$ cat config.mk
export PLATFORM = sky130hd
export DESIGN_NAME = fetch_ctrl
export DESIGN_NICKNAME = d
export VERILOG_FILES = /design/src/rtl/cpu_pkg.sv /design/src/rtl/fetch_fifo.sv /design/src/rtl/fetch_ctrl.sv
export SDC_FILE = /design/constraint.sdc
export NUM_CORES = 1
export LEC_CHECK = 0
export BUFFER_PORTS_ARGS = -buffer_cell sky130_fd_sc_hd__buf_4
export CAP_MARGIN = 20
export CORE_MARGIN = 2
export CORE_UTILIZATION = 55
export DETAILED_ROUTE_END_ITERATION = 10
export GPL_TIMING_DRIVEN = 0
export PLACE_DENSITY = 0.8
export SLEW_MARGIN = 10
export SYNTH_ARGS = -nofsm -noshare
export SYNTH_HDL_FRONTEND = slang
export SYNTH_SLANG_ARGS = --single-unit
$ cat constraint.sdc
create_clock -name clk -period 7.2 [get_ports clk]
set_input_delay 1.08 -clock clk [delete_from_list [all_inputs] [get_ports clk]]
set_output_delay 1.08 -clock clk [all_outputs]
set_load 0.03 [all_outputs]
$ cat src/rtl/cpu_pkg.sv
// Shared CPU types and constants.
//   XLEN          - datapath width
//   NOP_INSTR     - canonical NOP (addi x0, x0, 0)
//   fetch_entry_t - {pc, instr} payload carried from fetch to decode
package cpu_pkg;
    localparam int unsigned XLEN = 32;
    localparam logic [XLEN-1:0] NOP_INSTR = 32'h0000_0013;

    typedef struct packed {
        logic [XLEN-1:0] pc;
        logic [XLEN-1:0] instr;
    } fetch_entry_t;
endpackage

$ cat src/rtl/fetch_fifo.sv
// Synchronous FIFO of fetch entries with flush.
//   clk, rst_n  - clock, async active-low reset
//   flush       - empties the FIFO; wins over push and pop
//   push        - write push_data (caller guarantees not full)
//   push_data   - entry to write
//   pop         - remove head (caller guarantees not empty)
//   head        - entry at head (undefined when empty)
//   empty       - no entries
//   count       - number of entries held
module fetch_fifo
    import cpu_pkg::*;
#(
    parameter int unsigned DEPTH = 2,
    localparam int unsigned PW = (DEPTH > 1) ? $clog2(DEPTH) : 1,
    localparam int unsigned CW = $clog2(DEPTH + 1)
) (
    input  logic         clk,
    input  logic         rst_n,
    input  logic         flush,
    input  logic         push,
    input  fetch_entry_t push_data,
    input  logic         pop,
    output fetch_entry_t head,
    output logic         empty,
    output logic [CW-1:0] count
);
    fetch_entry_t  mem_q [DEPTH];
    logic [PW-1:0] rd_ptr_q;
    logic [PW-1:0] wr_ptr_q;
    logic [CW-1:0] count_q;

    // Pointer increment that also handles non-power-of-two depths.
    function automatic logic [PW-1:0] ptr_inc(input logic [PW-1:0] p);
        return (p == PW'(DEPTH - 1)) ? '0 : p + PW'(1);
    endfunction

    // Pointers and occupancy.
    always_ff @(posedge clk or negedge rst_n) begin
        if (!rst_n) begin
            rd_ptr_q <= '0;
            wr_ptr_q <= '0;
            count_q  <= '0;
        end else if (flush) begin
            rd_ptr_q <= '0;
            wr_ptr_q <= '0;
            count_q  <= '0;
        end else begin
            if (push) wr_ptr_q <= ptr_inc(wr_ptr_q);
            if (pop)  rd_ptr_q <= ptr_inc(rd_ptr_q);
            if (push && !pop)      count_q <= count_q + CW'(1);
            else if (pop && !push) count_q <= count_q - CW'(1);
        end
    end

    // Storage; contents are only observable through count, so no reset needed.
    always_ff @(posedge clk) begin
        if (push && !flush) mem_q[wr_ptr_q] <= push_data;
    end

    assign head  = mem_q[rd_ptr_q];
    assign empty = (count_q == '0);
    assign count = count_q;
endmodule

$ cat src/rtl/fetch_ctrl.sv
// Instruction-fetch sequencer: owns the PC, drives the instruction memory
// address (1-cycle registered read), buffers returned words and presents
// {pc, instr} to decode with valid/ready. Accepts redirects from execute.
//   clk, rst_n     - clock, async active-low reset
//   fetch_en_i     - allow new fetches
//   redirect_i     - redirect request; flushes buffered/in-flight words
//   redirect_pc_i  - redirect target (low two bits ignored)
//   imem_pc_o      - instruction memory address (= pc_q)
//   imem_instr_i   - word for the address presented the previous cycle
//   instr_valid_o  - decode entry valid (masked during redirect)
//   instr_ready_i  - decode accepts entry
//   instr_o        - instruction at buffer head (NOP when empty)
//   instr_pc_o     - PC of instr_o (0 when empty)
//   fetch_idle_o   - nothing in flight and buffer empty
module fetch_ctrl
    import cpu_pkg::*;
#(
    parameter logic [31:0] RESET_PC   = 32'h0000_0000,
    parameter int unsigned FIFO_DEPTH = 2
) (
    input  logic        clk,
    input  logic        rst_n,
    input  logic        fetch_en_i,
    input  logic        redirect_i,
    input  logic [31:0] redirect_pc_i,
    output logic [31:0] imem_pc_o,
    input  logic [31:0] imem_instr_i,
    output logic        instr_valid_o,
    input  logic        instr_ready_i,
    output logic [31:0] instr_o,
    output logic [31:0] instr_pc_o,
    output logic        fetch_idle_o
);
    localparam int unsigned CW = $clog2(FIFO_DEPTH + 1);
    // One extra bit so count + inflight cannot wrap.
    localparam int unsigned SW = CW + 1;

    logic [XLEN-1:0] pc_q;
    logic [XLEN-1:0] inflight_pc_q;
    logic            inflight_q;

    fetch_entry_t    fifo_head;
    fetch_entry_t    push_entry;
    logic            fifo_empty;
    logic [CW-1:0]   fifo_count;
    logic            pop;
    logic            issue;
    logic [SW-1:0]   credit_used;

    assign pop = instr_valid_o & instr_ready_i;

    // Credit check: buffered + in-flight after this cycle's pop must leave room.
    assign credit_used = SW'(fifo_count) + SW'(inflight_q) - SW'(pop);
    assign issue       = fetch_en_i & ~redirect_i & (credit_used < SW'(FIFO_DEPTH));

    assign push_entry = '{pc: inflight_pc_q, instr: imem_instr_i};

    // PC and in-flight tracking.
    always_ff @(posedge clk or negedge rst_n) begin
        if (!rst_n) begin
            pc_q          <= RESET_PC;
            inflight_q    <= 1'b0;
            inflight_pc_q <= '0;
        end else begin
            if (redirect_i)  pc_q <= {redirect_pc_i[31:2], 2'b00};
            else if (issue)  pc_q <= pc_q + 32'd4;
            inflight_q <= issue;
            if (issue) inflight_pc_q <= pc_q;
        end
    end

    // Returned word pushed unconditionally; a coincident redirect flush drops it.
    fetch_fifo #(
        .DEPTH (FIFO_DEPTH)
    ) u_fifo (
        .clk       (clk),
        .rst_n     (rst_n),
        .flush     (redirect_i),
        .push      (inflight_q),
        .push_data (push_entry),
        .pop       (pop),
        .head      (fifo_head),
        .empty     (fifo_empty),
        .count     (fifo_count)
    );

    assign imem_pc_o     = pc_q;
    assign instr_valid_o = ~fifo_empty & ~redirect_i;
    assign instr_o       = fifo_empty ? NOP_INSTR : fifo_head.instr;
    assign instr_pc_o    = fifo_empty ? '0 : fifo_head.pc;
    assign fetch_idle_o  = ~inflight_q & fifo_empty;
endmodule

==> impl_metrics.py <==
metrics = {
    "run_status": {
        "status": "complete, no violations",
    },
    "pwr": {
        "leakagePower_uw": 0.004157,
        "vdd_ir_drop_max_uv": 174.4,
        "power_density_mw_per_mm2": 262.3,
    },
    "clocking": {
        "post_cts_buffers": 0,
        "cts_root_buffer": "clkbuf_16",
        "cts_resized": 0,
        "hold_buffers": 0,
        "cts_tree": "yes",
        "cts_max_level": 4,
        "insertion_delay_ps": 430,
        "clock_path_buffers": 2,
        "clk_pin_slew_worst_paths_ps": 60,
        "numCtsBuffers": 17,
        "cts_num_sinks": 189,
    },
    "routing": {
        "ant_nets": 0,
        "routed.top_layer": "met4",
        "firstDrtPassIters": 5,
        "drt-met1-wl_mm": 7.342,
        "drt_iter0_markers": 568,
        "wl_met3_mm": 1.531,
        "vias": 5750,
        "routed_wl_mm": 18.46,
        "drc": 0,
        "wire_per_inst_um": 18.06,
        "via_per_inst": 5.626,
        "met2_length_mm": 9.184,
    },
    "timing": {
        "period_share_pct": 59.76,
        "fin_crit_ps": 4303,
        "setup_tns_ps": 0,
        "tightest_slew_ps": 845.4,
        "timing.fmax_mhz": 232.4,
        "finalHoldViolCount": 0,
        "rsz0062_at_grt": "no",
        "setup_violations": 0,
        "slew_violations": 0,
        "relSlewSlack_pct": 43.64,
        "skew_ps": 9.160,
    },
    "critical_path": {
        "startpoint_type": "input port",
        "critPathLaunch": "redirect_i",
        "end_kind": "flop",
        "worstSetupPathType": "in -> reg",
        "worstPathMaxFanout": 10,
        "cp.required_ps": 7470,
        "cp_data_arrival_time_ps": 4580,
        "rr_startpoint": "u_fifo.count[1]$_DFFE_PN0P_",
    },
    "die": {
        "die_area_mm2": 0.01557,
        "start_util_pct": 55.83,
        "placeableCoreArea_mm2": 0.01437,
        "ioPinCount": 167,
        "die_h_um": 124.8,
        "die_x_um": 124.8,
        "fp-row-count": 44,
    },
    "global_routing": {
        "antenna_found_initial": 0,
        "grt_start_max_net_pins": 66,
        "grt_pass1_wl_mm": 29.33,
        "overflow": 0,
        "grt_usage_pct": 24.17,
        "grt_pass1_vias": 5747,
    },
    "finish": {
        "multi_input_area_mm2": 0.002405,
        "nets": 897,
        "ff_latch_area_mm2": 0.005350,
        "areaGrowthSynthToFinish_pct": 27.16,
        "drive_gt1_share_pct": 27.57,
        "fillers": 1008,
        "n_antenna_cell": 0,
        "final_core_util_pct": 70.99,
    },
    "logic_synthesis": {
        "synth_cells": 636,
        "yosys.area_share.simple_pct": 15.18,
        "synthXorXnorAreaFrac_pct": 0.6551,
        "ys.flop_type": "edfxtp_1",
        "async_flop_share_pct": 34.39,
        "netlist_area_mm2": 0.008021,
        "synth.mux.area_fraction_pct": 8.002,
        "ys_ff_latch": 189,
        "synth_compound_area_share_pct": 5.288,
        "synth_top_family_by_area": "simple AND/OR/NAND/NOR gates",
        "synth_edf_count": 124,
        "synthAdderAreaFrac_pct": 0.5615,
        "seq_area_frac_synth_pct": 66.70,
        "avgSynthCellArea_um2": 12.61,
        "synth_cell_types": 56,
        "synth-warning-count": 0,
    },
    "placed_design": {
        "gp_congestion": 0.9102,
        "port_buffers": 160,
        "dpl.hpwl_mm": 12.98,
    },
    "worst_hold_path": {
        "holdCritPathClass": "reg -> reg",
        "hold_start": "inflight_pc_q[19]$_DFFE_PN0P_",
    },
    "run": {
        "cap_violations": 0,
    },
}
[cells by family after synthesis]
kind of cell    count (synthesis)
compound gates                 60
xor+xnor                        6
fa+ha+maj                       3
buf+inv                        48
flops                         189
mux                            64
other cells                     1
simple gates                  265
[path summary, 6_finish.rpt]
| path | slack, ps | endpoint | cells after the start |
|---|---|---|---|
| min in group asynchronous | 740 | imem_pc_o[12]$_DFFE_PN0P_ | 1 |
| worst min register to register | 470 | u_fifo.mem_q[1][51]$_DFFE_PP_ | 0 |
| worst max-delay path | 2900 | imem_pc_o[6]$_DFFE_PN0P_ | 15 |
| worst max register to register | 3550 | imem_pc_o[6]$_DFFE_PN0P_ | 14 |
| worst min-delay path | 470 | u_fifo.mem_q[1][51]$_DFFE_PP_ | 0 |
| max in group asynchronous | 5890 | imem_pc_o[3]$_DFFE_PN0P_ | 1 |
[layout by cell type, fill, tap and decap left out, types with 5 or more instances in the layout]
master / Yosys / routed
a221o_1: 6 / 6
edfxtp_1: 124 / 124
buf_2: 10 / 10
buf_6: 5 / 10
mux2i_1: 63 / 63
and2_1: 6 / 6
clkbuf_16: 0 / 18
clkbuf_1: 17 / 19
buf_4: 5 / 166
nor2_1: 78 / 78
o211ai_1: 8 / 8
o21ai_0: 14 / 14
nor3_1: 5 / 5
inv_1: 8 / 8
nand3b_1: 7 / 7
dfrtp_1: 65 / 65
nand4_1: 9 / 9
nand3_1: 17 / 17
a21oi_1: 6 / 6
nand2_1: 114 / 114
[final cells by class]
| class | instances | share of cell area (%) |
|---|---|---|
| Inverter | 9 | 0.3803 |
| Clock buffer | 21 | 4.625 |
| Tap cell | 184 | 2.257 |
| Multi-Input combinational cell | 402 | 23.58 |
| Buffer | 39 | 2.429 |
| Timing Repair Buffer | 167 | 12.67 |
| Sequential cell | 189 | 52.45 |
| Clock inverter | 11 | 1.607 |
[worst max-delay path: stages]
cell and delay [ps]:
buf_4 110, clkbuf_1 400, clkbuf_1 560, nor3_1 150, ha_1 300, nand2b_1 170, fa_1 400, xor2_1 200
or3_1 370, buf_6 160, clkinv_4 60, nor2_1 70, buf_6 150, o21ai_0 210, o311ai_0 180
[layer usage]
| layer | up-vias | track usage, % |
|---|---|---|
| li1 | 2653 | - |
| met1 | 2761 | 30.74 |
| met2 | 304 | 39.89 |
| met3 | 32 | 6.314 |
| met4 | 0 | 9.584 |
| met5 | - | 0 |
[sequential cells by signal, indices dropped and copies added (netlist names)]
| name | cells |
|---|---|
| u_fifo.count | 2 |
| inflight_pc_q | 30 |
| u_fifo.mem_q | 124 |
| inflight_q | 1 |
| imem_pc_o | 30 |
| u_fifo.wr_ptr_q | 1 |
| u_fifo.rd_ptr_q | 1 |
[stage by stage]
stage | hold WS [ps] | worst slack, ps | instances | power (uW) | cell area (um2)
finish | 471.0 | 2897 | 1022 | 2675 | 10200
global route | 489.7 | 2708 | 1022 | 2765 | 10200
CTS | 473.0 | 2975 | 1022 | 2684 | 10200
detailed placement | 457.1 | 2567 | 990 | 1699 | 9564
global placement | 452.4 | -2167 | 983 | 1680 | 9464
floorplan | 436.6 | 565.1 | 639 | 1537 | 8033
[cells in the mapped netlist (3+ instances only)]
cell	number	area [um2]
and3_1	4	25.02
a31oi_1	4	25.02
nand2_1	114	427.9
a221o_1	6	60.06
o21ai_0	14	70.07
buf_2	10	50.05
o311ai_0	3	26.28
xor2_1	3	26.28
dfrtp_1	65	1627
and4_1	4	35.03
nor2_1	78	292.8
nand3b_1	7	52.55
clkbuf_1	17	63.81
inv_1	8	30.03
buf_6	5	56.30
nor2b_1	4	25.02
xnor2_1	3	26.28
and2_1	6	37.54
buf_4	5	37.54
nand4_2	3	37.54
o211ai_1	8	60.06
mux2i_1	63	630.6
a32oi_1	3	26.28
nand4_1	9	56.30
edfxtp_1	124	3724
nand3_1	17	85.08
nor3_1	5	25.02
a21oi_1	6	30.03
[power by group]
group,switching [uW],total (uW),internal [uW]
logic,219,359,140
clock network,386,995,609
registers,70.2,1320,1250
total,675,2680,2000
No activity file was read; power rests on OpenSTA's default activity.
